`src/rtl/iram_arb_pkg.sv`:
```
// iram_arb_pkg
//   Shared types and helpers for the iram two-master arbiter.
//   - state_t : sequencer states (IDLE -> ACCESS -> RESP)
//   - owner_t : which master owns the in-flight access
//   - addr_legal() : window + alignment check for a request address
package iram_arb_pkg;

  localparam int ADDR_W   = 64;
  localparam int DATA_W   = 64;
  localparam int STARVE_W = 4;

  typedef enum logic [1:0] {
    IDLE   = 2'd0,
    ACCESS = 2'd1,
    RESP   = 2'd2
  } state_t;

  typedef enum logic {
    OWN_IF = 1'b0,
    OWN_LS = 1'b1
  } owner_t;

  // The last 8-byte word of the window is deliberately excluded: the upper
  // bound is start + size - 8, compared as a strict less-than at full width.
  function automatic logic addr_legal(
    input logic [ADDR_W-1:0] addr,
    input logic [ADDR_W-1:0] start,
    input logic [ADDR_W-1:0] size
  );
    logic [ADDR_W-1:0] limit;
    limit = start + size - ADDR_W'(8);
    return (addr >= start) && (addr < limit) && (addr[2:0] == 3'b000);
  endfunction

endpackage

```
`src/rtl/iram_arb_prio.sv`:
```
// iram_arb_prio
//   Winner selection between fetch and load/store, plus the fetch starvation
//   counter. Load/store normally wins; once fetch has lost STARVE_MAX
//   arbitration cycles in a row it wins the next one.
// Ports
//   clk, rst  : clock, async active-high reset
//   if_req    : fetch request
//   ls_req    : load/store request
//   arb_en    : this cycle is an arbitration cycle
//   grant_if  : fetch wins (combinational)
//   grant_ls  : load/store wins (combinational)
module iram_arb_prio
  import iram_arb_pkg::*;
#(
  parameter int unsigned STARVE_MAX = 4
) (
  input  logic clk,
  input  logic rst,
  input  logic if_req,
  input  logic ls_req,
  input  logic arb_en,
  output logic grant_if,
  output logic grant_ls
);

  logic [STARVE_W-1:0] starve_cnt;
  logic                if_boost;

  assign if_boost = (starve_cnt == STARVE_W'(STARVE_MAX));

  always_comb begin
    grant_if = 1'b0;
    grant_ls = 1'b0;
    if (arb_en) begin
      if (ls_req && !(if_req && if_boost)) begin
        grant_ls = 1'b1;
      end else if (if_req) begin
        grant_if = 1'b1;
      end
    end
  end

  // In the increment branch grant_if is known low, so arb_en && if_req
  // means fetch asked and lost this cycle.
  always_ff @(posedge clk or posedge rst) begin
    if (rst) begin
      starve_cnt <= '0;
    end else if (grant_if) begin
      starve_cnt <= '0;
    end else if (arb_en && if_req && (starve_cnt != '1)) begin
      starve_cnt <= starve_cnt + STARVE_W'(1);
    end
  end

endmodule

```
`src/rtl/iram_arbiter.sv`:
```
// iram_arbiter
//   Shares the single-port iram between the instruction-fetch port
//   (read-only) and the load/store port (read/write). Every access takes
//   three cycles: accept (gnt), bus (HADDR/HWRITE driven), response (rvalid).
//   Arbitration runs in IDLE and RESP, giving one access per two cycles.
//   When no legal access is on the bus, HWRITE is low and HADDR is parked.
// Ports
//   clk, rst                      : clock, async active-high reset
//   if_req/if_addr                : fetch request
//   if_gnt/if_rvalid/if_rdata/if_err : fetch accept and response
//   ls_req/ls_write/ls_addr/ls_wdata : load/store request
//   ls_gnt/ls_rvalid/ls_rdata/ls_err : load/store accept and response
//   HWRITE/HADDR/HWDATA/HRDATA    : iram slave interface
//
// state  | meaning
// IDLE   | no access in flight; arbitrate
// ACCESS | latched request on the bus (or parked if illegal)
// RESP   | owner's rvalid pulse; arbitrate the next request
module iram_arbiter
  import iram_arb_pkg::*;
#(
  parameter logic [ADDR_W-1:0] RAM_START  = 64'h1000,
  parameter int unsigned       RAM_SIZE   = 256,
  parameter int unsigned       STARVE_MAX = 4,
  parameter logic [ADDR_W-1:0] PARK_ADDR  = 64'h0
) (
  input  logic              clk,
  input  logic              rst,
  input  logic              if_req,
  input  logic [ADDR_W-1:0] if_addr,
  output logic              if_gnt,
  output logic              if_rvalid,
  output logic [DATA_W-1:0] if_rdata,
  output logic              if_err,
  input  logic              ls_req,
  input  logic              ls_write,
  input  logic [ADDR_W-1:0] ls_addr,
  input  logic [DATA_W-1:0] ls_wdata,
  output logic              ls_gnt,
  output logic              ls_rvalid,
  output logic [DATA_W-1:0] ls_rdata,
  output logic              ls_err,
  output logic              HWRITE,
  output logic [ADDR_W-1:0] HADDR,
  output logic [DATA_W-1:0] HWDATA,
  input  logic [DATA_W-1:0] HRDATA
);

  state_t              state, state_nxt;
  owner_t              owner_q;
  logic [ADDR_W-1:0]   addr_q;
  logic [DATA_W-1:0]   wdata_q;
  logic                write_q;
  logic                legal_q;

  logic                arb_en;
  logic                grant_if, grant_ls, grant_any;
  logic [ADDR_W-1:0]   req_addr;
  logic [DATA_W-1:0]   req_wdata;
  logic                req_write;
  logic                req_legal;
  logic [DATA_W-1:0]   access_rdata;

  // Gating with rst keeps gnt low while reset is held, even though the
  // state register already reads IDLE.
  assign arb_en = ((state == IDLE) || (state == RESP)) && !rst;

  iram_arb_prio #(
    .STARVE_MAX (STARVE_MAX)
  ) u_prio (
    .clk      (clk),
    .rst      (rst),
    .if_req   (if_req),
    .ls_req   (ls_req),
    .arb_en   (arb_en),
    .grant_if (grant_if),
    .grant_ls (grant_ls)
  );

  assign if_gnt    = grant_if;
  assign ls_gnt    = grant_ls;
  assign grant_any = grant_if | grant_ls;

  assign req_addr  = grant_ls ? ls_addr : if_addr;
  assign req_write = grant_ls & ls_write;
  assign req_wdata = grant_ls ? ls_wdata : '0;
  assign req_legal = addr_legal(req_addr, RAM_START, ADDR_W'(RAM_SIZE));

  // Stores and illegal accesses return zero data.
  assign access_rdata = (legal_q && !write_q) ? HRDATA : '0;

  always_ff @(posedge clk or posedge rst) begin
    if (rst) begin
      state <= IDLE;
    end else begin
      state <= state_nxt;
    end
  end

  always_comb begin
    state_nxt = state;
    HADDR     = PARK_ADDR;
    HWRITE    = 1'b0;
    HWDATA    = '0;
    if_rvalid = 1'b0;
    ls_rvalid = 1'b0;
    case (state)
      IDLE: begin
        state_nxt = grant_any ? ACCESS : IDLE;
      end
      ACCESS: begin
        state_nxt = RESP;
        if (legal_q) begin
          HADDR  = addr_q;
          HWRITE = write_q;
          HWDATA = wdata_q;
        end
      end
      RESP: begin
        state_nxt = grant_any ? ACCESS : IDLE;
        if_rvalid = (owner_q == OWN_IF);
        ls_rvalid = (owner_q == OWN_LS);
      end
      default: begin
        state_nxt = IDLE;
      end
    endcase
  end

  always_ff @(posedge clk or posedge rst) begin
    if (rst) begin
      owner_q <= OWN_IF;
      addr_q  <= '0;
      wdata_q <= '0;
      write_q <= 1'b0;
      legal_q <= 1'b0;
    end else if (grant_any) begin
      owner_q <= grant_ls ? OWN_LS : OWN_IF;
      addr_q  <= req_addr;
      wdata_q <= req_wdata;
      write_q <= req_write;
      legal_q <= req_legal;
    end
  end

  // Only the owner's response registers move; the other port keeps its
  // last rdata/err.
  always_ff @(posedge clk or posedge rst) begin
    if (rst) begin
      if_rdata <= '0;
      if_err   <= 1'b0;
      ls_rdata <= '0;
      ls_err   <= 1'b0;
    end else if (state == ACCESS) begin
      if (owner_q == OWN_IF) begin
        if_rdata <= access_rdata;
        if_err   <= !legal_q;
      end else begin
        ls_rdata <= access_rdata;
        ls_err   <= !legal_q;
      end
    end
  end

endmodule

```
`config.mk`:
```
export PLATFORM = sky130hd
export DESIGN_NAME = iram_arbiter
export DESIGN_NICKNAME = d
export VERILOG_FILES = /design/src/rtl/iram_arb_pkg.sv /design/src/rtl/iram_arb_prio.sv /design/src/rtl/iram_arbiter.sv
export SDC_FILE = /design/constraint.sdc
export NUM_CORES = 1
export LEC_CHECK = 0
export ABC_AREA = 1
export BUFFER_PORTS_ARGS = -buffer_cell sky130_fd_sc_hd__buf_2
export CELL_PAD_IN_SITES_DETAIL_PLACEMENT = 1
export CELL_PAD_IN_SITES_GLOBAL_PLACEMENT = 2
export CORE_AREA = 3 3 229 231
export DETAILED_ROUTE_END_ITERATION = 7
export DIE_AREA = 0 0 232 234
export PLACE_DENSITY = 0.81
export SLEW_MARGIN = 20
export SYNTH_ARGS = -nofsm -noshare
export SYNTH_HDL_FRONTEND = slang
export SYNTH_SLANG_ARGS = --single-unit
```
`constraint.sdc`:
```
create_clock -name clk -period 9.2 [get_ports clk]
set_input_delay 0.92 -clock clk [delete_from_list [all_inputs] [get_ports clk]]
set_output_delay 0.92 -clock clk [all_outputs]
set_load 0.02 [all_outputs]
```
==> results of run 1 <==
[flip-flops by register name, summed over array words and instances, names as in the netlist]
register           flops
wdata_q               64
owner_q                1
ls_err                 1
legal_q                1
u_prio.starve_cnt      4
ls_rdata              64
write_q                1
if_rdata              64
state                  2
if_err                 1
addr_q                64
[final cells by class]
type / instances / area share (%)
Antenna cell: 3 / 0.04470
Clock buffer: 47 / 5.513
Clock inverter: 9 / 0.7151
Inverter: 183 / 4.142
Multi-Input combinational cell: 1184 / 28.52
Sequential cell: 267 / 39.79
Tap cell: 672 / 5.006
Timing Repair Buffer: 538 / 16.28
[tightest hold or removal path, cell delays in order (launching register included)]
cell,delay [ns]
dfrtp_1,0.34
nand2_1,0.05
nand2_1,0.05
[cells in the mapped netlist]
master and number:
a21oi_1 4, a31oi_1 2, buf_1 10, buf_2 15, buf_4 5, clkbuf_1 72
clkbuf_2 1, dfrtp_1 267, ha_1 2, inv_1 180, inv_2 3, nand2_1 770
nand2_2 1, nand3_1 6, nand3_2 1, nand4_1 40, nor2_1 228, nor2_2 2
nor2_4 1, nor3_1 4, o21ai_0 105, o21ai_1 17, o31ai_1 1
[stage by stage]
stage / utilization (%) / hold WS [ns] / area, sq um / cells / power [mW]
global route: 33.40 / 0.4878 / 16790 / 2901 / 3.390
detailed placement: 31.31 / 0.4536 / 15740 / 2844 / 1.954
floorplan: - / 0.4492 / 12560 / 1737 / 1.735
global placement: 31.31 / 0.4491 / 15740 / 2844 / 1.932
CTS: 33.39 / 0.4696 / 16780 / 2900 / 3.257
finish: 33.41 / 0.4653 / 16800 / 2903 / 3.194
[layer usage]
| layer | global-route usage (%) | vias up |
|---|---|---|
| met5 | 0 | - |
| met4 | 3.970 | 4 |
| li1 | - | 6138 |
| met1 | 22.66 | 6119 |
| met2 | 31.58 | 387 |
| met3 | 3.705 | 59 |
[worst max path at each step]
stage / slack [ns] / to
2_1_floorplan: 0.93 / addr_q[0]
3_3_place_gp: 4.95 / ls_gnt
3_5_place_dp: 4.91 / ls_gnt
4_1_cts: 4.65 / ls_gnt
5_1_grt: 4.36 / ls_gnt
6_report: 4.68 / ls_gnt
[logic make-up after synthesis]
logic type / after synthesis / synth area share [%]
simple gates: 1053 / 32.55
compound gates: 129 / 5.182
flops: 267 / 53.21
fa+ha+maj: 2 / 0.1993
buf+inv: 286 / 8.859
[power breakdown]
group	leakage [nW]	switching, mW	total, mW	internal (mW)
Combinational	5.86	0.369	0.525	0.156
Sequential	3.54	0.0686	1.40	1.33
Clock	0.521	0.502	1.27	0.771
==> summary.md, run 1 <==
| Metric | Value |
|---|---|
| Status | complete, no violations |
| Slowest stage delay, CP | 0.60 ns |
| Met2 WL | around 25000 um |
| Area Overhead vs Synth | 33.77% |
| Largest net degree at the start of global routing | about 120 |
| Sequential share of the synthesized area | around 53% |
| Port bufs | ~520 |
| Clk_lat worst skew | around 0.56 ns |
| Clk slew on worst S/H paths | roughly 0.060 ns |
| Period utilization | between 40% and 50% |
| Area of the multi-input gates | around 4800 sq um |
| GP Congestion | around 0.9 |
| Max VDD drop | 0.1240 mV |
| Syn_nets | 2000 |
| DR iter-0 viols | between 600 and 700 |
| Most frequent cells in the layout | nand2_1 (767), buf_2 (523), dfrtp_1 (266), nor2_1 (226), inv_1 (177) |
| Reg-to-reg startpoint | u_prio.starve_cnt[0] |
| Cells after synthesis | 1737 |
| Worst Path Buf+Inv | 6 |
| Worst hold stages | 2 |
| Post-route ant nets | 0 |
| CTS buffer count | 31 |
| CTS tree | built |
| Final-report setup violation count | 0 |
| HP Start | if_rdata[48] |
| Timing startpoint of the critical path | u_prio.starve_cnt[0] |
| DRT met1 WL | 21490 um |
| Most common cell after layout, fill and taps aside | nand2_1 |
| Req. time, crit path | around 8.3 ns |
| Unrepaired setup endpoints after global routing | no |
| Synthesized area per cell | about 7.2 sq um |
| Vias in the first global route | between 10k and 15k |
| WL per Instance | 17.44 um |
| Vias/cell | approximately 4.4 |
| Worst hold endpoint | if_rdata[48] |
| Root buffer cell | clkbuf_16 |
| Final HPWL DP | 36990 um |
| Crit path capture type | primary output |
| DRC | 0 |
| Unique cell type count in the Yosys netlist | 23 |
| Clk buf depth | 3 |
| CORE AREA | 50270 sq um |
| Seq. cell area | approximately 6700 sq um |
| Number of synthesized register bits | around 270 |
| Leakage | between 9 and 10 nW |
| Post-Route Skew | approximately 0.0091 ns |
| Chip height | approximately 230 um |
| Dpl ws | around 5 ns |
| Chip width | around 230 um |
| Slowest CP cell | buf_4 |
| Slew HR | between 20% and 30% |
| Total die area | around 54000 sq um |
| Hold Vio Cnt, Final | 0 |
| Fin crit period | about 4.5 ns |
| Rows | ~80 |
| Filler cells | 6383 |
| # Max-Cap Violations | 0 |
| TritonCTS Sinks | between 200 and 300 |
| R2r endpoint | wdata_q[24] |
| Post-cts hold buffer count | 0 |
| WL met3 | between 3000 and 4000 um |
| Delay-heaviest family, CP | buffers and inverters |
| Post-synth top area share | 53.21% |
| Initial antenna violation count | 6 |
| Fmax | ~0.22 GHz |
| Share of layout cells above drive strength 1 | 27.11% |
| Synth Warn # | 0 |
| Vias | ~13k |
| Crit Path Max Fanout | 83 |
| Nets | ~2.5k |
| Critical Path, Cell by Cell | inv_1 > ha_1 > nand2_1 > inv_1 > nand2_2 > nand3_2 > buf_4 > inv_2 > buf_4 > buf_2 |
| Critical path startpoint category | register |
| Critical Path AT | between 3 and 4 ns |
| Total grt overflow | 0 |
| Setup bufs post-CTS | 0 |
| Worst reg2reg path depth | 12 |
| Cts repair resizes | 0 |
| Hold/Removal Path Class | register to register |
| Worst-Margin Slew | ~1.1 ns |
| Pwr Density | about 190 nW/um^2 |
| Max Used Layer | met5 |
| WL final | around 51000 um |
| Setup TNS | 0 ns |
| Synth top area cells | dfrtp_1 (53%), nand2_1 (23%), nor2_1 (6.8%) |
| Post-Syn Area | 12560 sq um |
| Critical Path Stages | 10 |
| Leading area contributor after synthesis | dfrtp_1 |
| Initial DRT Pass Iterations | 4 |
| Top Ports | ~520 |
| Critical path type | register to primary output |
| # H-tree levels | 1 |
| First-pass GRT wire length | around 77000 um |
| Min setup slack post-route | ~4.7 ns |
| Reg2reg setup slack | between 5 and 6 ns |
| Max-slew violations | 0 |
| Initial Utilization | 24.98% |
| GR Util All Layers | 17.93% |
Note: power is estimated with default switching activity, not from simulation.
==> run 2, diff against run 1 <==
==> constraint.sdc (replaced) <==
create_clock -name clk -period 4.3 [get_ports clk]
set_input_delay 0.43 -clock clk [delete_from_list [all_inputs] [get_ports clk]]
set_output_delay 0.43 -clock clk [all_outputs]
set_load 0.02 [all_outputs]
==> summary.md, run 2 (synthesized netlist as in run 1, its figures left out) <==
| Metric | Value |
|---|---|
| Worst-Margin Slew | 0.9719 ns (-0.08450 ns) |
| DRC | 0 (unchanged) |
| Chip height | 234 um (unchanged) |
| Delay-heaviest family, CP | buffers and inverters |
| Port bufs | 523 (unchanged) |
| Worst hold slack | 0.02305 ns (-0.4422 ns) |
| Reg2reg setup slack | 1.41 ns (-4.24 ns) |
| Clk slew on worst S/H paths | 0.06 ns (about the same) |
| Area Overhead vs Synth | 35.47% |
| Root buffer cell | clkbuf_16 |
| # Max-Cap Violations | 0 (unchanged) |
| Critical path type | register to primary output |
| Most frequent cells in the layout | nand2_1 (767), buf_2 (523), dfrtp_1 (266), nor2_1 (226), inv_1 (177) |
| Nets | 2479 (+0.45%) |
| GR Util All Layers | 18.74% (+0.81 points) |
| Max VDD drop | 0.2059 mV (+66%) |
| Setup bufs post-CTS | 0 (unchanged) |
| Post-cts hold buffer count | 0 (unchanged) |
| Initial DRT Pass Iterations | 5 (+1) |
| Leakage | 10.02 nW (+0.92%) |
| Slowest CP cell | buf_4 |
| Total grt overflow | 0 (unchanged) |
| Initial Utilization | 24.98% (unchanged) |
| Cts repair resizes | 0 (unchanged) |
| Period utilization | 77.72% |
| WL per Instance | 17.82 um (+2.2%) |
| DR iter-0 viols | 561 (-19%) |
| Fin crit period | 3.342 ns |
| Final std cells w/o fill | 2915 (+0.41%) |
| Worst Path Buf+Inv | 6 (unchanged) |
| Crit Path Max Fanout | 42 (-49%) |
| Final HPWL DP | 38520 um (+4.2%) |
| CTS tree | built |
| Largest net degree at the start of global routing | 86 (-30%) |
| Critical Path, Cell by Cell | inv_1 > ha_1 > nand2_1 > inv_1 > nand2_2 > buf_4 > nand3_2 > inv_2 > buf_4 > buf_2 |
| Clk buf depth | 3 (unchanged) |
| Final Util | 33.83% (+0.42 points) |
| Max-slew violations | 0 (unchanged) |
| Vias in the first global route | 13.85k (+2.1%) |
| Chip width | 232 um (unchanged) |
| Rows | 82 (unchanged) |
| Slew HR | 34.98% (+5.4 points) |
| Crit path capture type | primary output |
| Top Ports | 524 (unchanged) |
| Share of layout cells above drive strength 1 | 27.39% (+0.28 points) |
| TritonCTS Sinks | 267 (unchanged) |
| CTS buffer count | 34 (+9.7%) |
| Status | complete, no violations |
| WL final | 51950 um (+2.6%) |
| Pwr Density | 417.6 nW/um^2 (+120%) |
| Hold Vio Cnt, Final | 0 (unchanged) |
| Clk_lat worst skew | 0.52 ns (-0.04 ns) |
| Vias/cell | 4.363 (-0.32%) |
| Critical path startpoint category | register |
| Setup TNS | 0 ns (unchanged) |
| Slowest stage delay, CP | 0.44 ns (-0.16 ns) |
| Unrepaired setup endpoints after global routing | no |
| # H-tree levels | 2 (+1) |
| Vias | 12.72k (+0.094%) |
| Post-route ant nets | 0 (unchanged) |
| Req. time, crit path | 3.87 ns (-4.41 ns) |
| Critical Path AT | 2.91 ns (-0.69 ns) |
| Fmax | between 0.2 and 0.3 GHz |
| CORE AREA | 50270 sq um (unchanged) |
| Initial antenna violation count | 8 (+2) |
| Total die area | 54290 sq um (unchanged) |
| GP Congestion | 0.8335 (-6.0%) |
| Hold/Removal Path Class | primary input to async pin |
| First-pass GRT wire length | 79560 um (+3.2%) |
| Most common cell after layout, fill and taps aside | nand2_1 |
| DP Cell Count | 2852 (+0.28%) |
| Post-Route Skew | 0.01446 ns (+0.005356 ns) |
| Final-report setup violation count | 0 (unchanged) |
run 2: cell count changes in the layout (fill, tap and decap cells not counted), sizes merged:
cell      delta
clkbuf       +5
buf          +8
diode        +2
clkinvlp     +1
clkinv       -4
run 2: cell type report:
type	count	area, sq um
Fill cell	6381	33260
Sequential cell	267	6683
Multi-Input combinational cell	1184	4790
Timing Repair Buffer	546	2853
Clock buffer	52	1030
Tap cell	672	840.8
Inverter	183	691.9
Clock inverter	6	108.9
Antenna cell	5	12.51
run 2: worst paths after layout:
check | from | endpoint | depth (start not counted)
max | u_prio.starve_cnt[0] | ls_gnt | 10
min | rst | addr_q[7] | 2
max reg2reg | u_prio.starve_cnt[0] | wdata_q[25] | 12
min reg2reg | ls_rdata[47] | ls_rdata[47] | 2
max in group asynchronous | rst | ls_rdata[29] | 4
min in group clk | ls_wdata[30] | wdata_q[30] | 3
run 2: metrics by stage:
stage	power, mW	instance area [sq um]	setup slack (ns)
2_1_floorplan	3.713	12560	0.3445
3_3_place_gp	4.178	15840	1.437
3_5_place_dp	4.227	15860	1.390
4_1_cts	7.243	17000	0.8546
5_1_grt	7.521	17010	0.6946
6_report	7.103	17010	0.9582
run 2: per-layer routing:
layer  up-vias  track usage, %  part of all wire (%)
met3        78           5.090                   7.4
met1      6074           22.92                    41
met4         4           5.287                   2.3
li1       6173               -                     -
met2       390           32.45                    49
met5         -               0                 0.040
run 2: power breakdown:
part | total [mW] | switching, mW | internal [mW]
combinational | 1.16 | 0.817 | 0.347
sequential | 2.99 | 0.151 | 2.84
clock | 2.95 | 1.12 | 1.82
total | 7.10 | 2.09 | 5.01
run 2: worst reg2reg max path, delay by kind of cell, from the launching register on:
family / cells / cell delay (ns)
AOI/OAI and AO/OA: 1 / 0.21
and+or+nand+nor: 4 / 0.31
DFF: 1 / 0.40
buffers and inverters: 6 / 1.65
adders and majority gates: 1 / 0.19
==> run 3, diff against run 2 <==
--- a/config.mk
+++ b/config.mk
@@ -9,10 +9,10 @@
 export BUFFER_PORTS_ARGS = -buffer_cell sky130_fd_sc_hd__buf_2
 export CELL_PAD_IN_SITES_DETAIL_PLACEMENT = 1
 export CELL_PAD_IN_SITES_GLOBAL_PLACEMENT = 2
-export CORE_AREA = 3 3 229 231
+export CORE_AREA = 3 3 238 240
 export DETAILED_ROUTE_END_ITERATION = 7
-export DIE_AREA = 0 0 232 234
-export PLACE_DENSITY = 0.81
+export DIE_AREA = 0 0 241 243
+export PLACE_DENSITY = 0.79
 export SLEW_MARGIN = 20
 export SYNTH_ARGS = -nofsm -noshare
 export SYNTH_HDL_FRONTEND = slang
==> constraint.sdc (replaced) <==
create_clock -name clk -period 2.75 [get_ports clk]
set_input_delay 0.275 -clock clk [delete_from_list [all_inputs] [get_ports clk]]
set_output_delay 0.275 -clock clk [all_outputs]
set_load 0.02 [all_outputs]
==> summary.md, run 3 (synthesized netlist as in run 1, its figures left out) <==
| Metric | Value |
|---|---|
| WL per Instance | 17.64 um (-1.0%) |
| Critical path startpoint category | register |
| Worst-Margin Slew | 0.9238 ns (-0.04809 ns) |
| Slowest stage delay, CP | 0.41 ns (-0.03 ns) |
| Clk_lat worst skew | 0.53 ns (about the same) |
| Initial antenna violation count | 6 (-2) |
| Chip width | 241 um (+3.9%) |
| Largest net degree at the start of global routing | 74 (-14%) |
| Initial DRT Pass Iterations | 4 (-1) |
| Fin crit period | between 2 and 3 ns |
| DR iter-0 viols | 498 (-11%) |
| Reg2reg setup slack | 0.42 ns (-0.99 ns) |
| WL final | 53440 um (+2.9%) |
| Vias in the first global route | 13.98k (+0.92%) |
| Slew HR | 38.28% (+3.3 points) |
| Vias | 13.12k (+3.1%) |
| Final HPWL DP | 39210 um (+1.8%) |
| Port bufs | 523 (unchanged) |
| CORE AREA | 54880 sq um (+9.2%) |
| Crit Path Max Fanout | 41 (-2.4%) |
| Chip height | 243 um (+3.8%) |
| Post-Route Skew | 0.01849 ns (+0.004033 ns) |
| Status | complete, no violations |
| GP Congestion | 0.8568 (+2.8%) |
| Most frequent CP cell | inv_1 |
| Hold Vio Cnt, Final | 0 (unchanged) |
| Slowest CP cell | dfrtp_1 |
| DP Cell Count | 2896 (+1.5%) |
| Total grt overflow | 0 (unchanged) |
| Rows | 86 (+4.9%) |
| Final Util | 32.76% (-1.1 points) |
| Filler cells | 6853 (+7.4%) |
| Final std cells w/o fill | 3029 (+3.9%) |
| Unrepaired setup endpoints after global routing | no |
| Final-report setup violation count | 0 (unchanged) |
| Setup TNS | 0 ns (unchanged) |
| Clk buf depth | 3 (unchanged) |
| Crit path capture type | primary output |
| First-pass GRT wire length | 81620 um (+2.6%) |
| # Max-Cap Violations | 0 (unchanged) |
| Share of layout cells above drive strength 1 | 27.21% (-0.18 points) |
| Nets | 2558 (+3.2%) |
| Hold/Removal Path Class | primary input to register |
| Most common cell after layout, fill and taps aside | nand2_1 |
| Critical Path AT | 2.30 ns (-0.61 ns) |
| Max-slew violations | 0 (unchanged) |
| Most frequent cells in the layout | nand2_1 (767), buf_2 (523), dfrtp_1 (266), nor2_1 (226), inv_1 (177) |
| Setup bufs post-CTS | 0 (unchanged) |
| GR Util All Layers | 17.81% (-0.93 points) |
| Total die area | 58560 sq um (+7.9%) |
| Req. time, crit path | 2.48 ns (-1.39 ns) |
| Critical Path, Cell by Cell | inv_1 > ha_1 > nand2_1 > inv_1 > nand2_2 > nand3_2 > buf_6 > inv_6 > buf_12 > buf_2 |
| Max VDD drop | 0.4311 mV (+110%) |
| Fmax | between 0.3 and 0.4 GHz |
| Critical path type | register to primary output |
| Fin area | 17980 sq um (+5.7%) |
| Period utilization | 93.48% |
| Top Ports | 524 (unchanged) |
| Vias/cell | 4.330 (-0.77%) |
| Leakage | 10.43 nW (+4.1%) |
| CTS buffer count | 34 (unchanged) |
| CTS tree | built |
| Area Overhead vs Synth | 43.17% |
| Pwr Density | 632.8 nW/um^2 (+52%) |
| # H-tree levels | 2 (unchanged) |
| Initial Utilization | 22.88% (-2.1 points) |
| Clk slew on worst S/H paths | 0.06 ns (about the same) |
| Placement Cell Area | 16080 sq um (+1.4%) |
| TritonCTS Sinks | 267 (unchanged) |
| Post-route ant nets | 0 (unchanged) |
| Root buffer cell | clkbuf_16 |
| DRC | 0 (unchanged) |
==> run 3: critical path, delay by kind of cell (launching register included) <==
family                     cells  cell delay (ns)
adders and majority gates      1             0.20
buffers and inverters          6             0.90
DFF                            1             0.41
and+or+nand+nor                3             0.21
==> run 3: stage by stage <==
| stage | power (mW) | hold slack [ns] | setup WS (ns) |
|---|---|---|---|
| 3_5_place_dp | 6.623 | 0.4542 | 0.3200 |
| 4_1_cts | 11.58 | 0.01281 | 0.02725 |
| 5_1_grt | 12.02 | 0.06263 | 0.01513 |
| 2_1_floorplan | 5.806 | 0.3960 | -1.050 |
| 6_report | 11.37 | 0.05931 | 0.1793 |
| 3_3_place_gp | 6.544 | 0.4479 | 0.4338 |
==> run 3: repair_timing <==
item	4_1_cts	5_1_grt
cloned	1	0
resized for setup	1	2
setup endpoints to repair	1	1
endpoints found under the hold margin	83	0
hold buffers	66	0
==> run 3: final timing paths <==
kind	from	depth (start not counted)	to
worst max-delay path	u_prio.starve_cnt[0]	10	ls_gnt
worst min-delay path	HRDATA[18]	5	if_rdata[18]
worst max register to register	u_prio.starve_cnt[1]	14	legal_q
worst min register to register	if_rdata[18]	2	if_rdata[18]
max in group asynchronous	rst	4	if_rdata[31]
min in group asynchronous	rst	3	addr_q[4]
==> run 3: final cells by class <==
| cell class | instances | area, sq um | area share [%] |
|---|---|---|---|
| Antenna cell | 6 | 15.01 | 0.08352 |
| Clock buffer | 49 | 1018 | 5.666 |
| Inverter | 183 | 696.9 | 3.877 |
| Multi-Input combinational cell | 1184 | 4790 | 26.64 |
| Timing Repair Buffer | 625 | 3727 | 20.73 |
| Tap cell | 704 | 880.8 | 4.900 |
| Clock inverter | 11 | 165.2 | 0.9188 |
| Sequential cell | 267 | 6683 | 37.18 |
==> run 3: metal layers <==
layer | part of all wire (%) | vias up | global-route usage [%]
met5 | 0.013 | - | 0
met4 | 2.7 | 2 | 5.237
met3 | 7.3 | 90 | 4.874
met2 | 48 | 386 | 30.49
met1 | 42 | 6299 | 21.77
li1 | - | 6338 | -
==> run 3: report_power, final <==
group / internal (mW) / total (mW) / switching, mW
Sequential: 4.44 / 4.68 / 0.238
Combinational: 0.655 / 1.94 / 1.29
Clock: 2.95 / 4.75 / 1.80
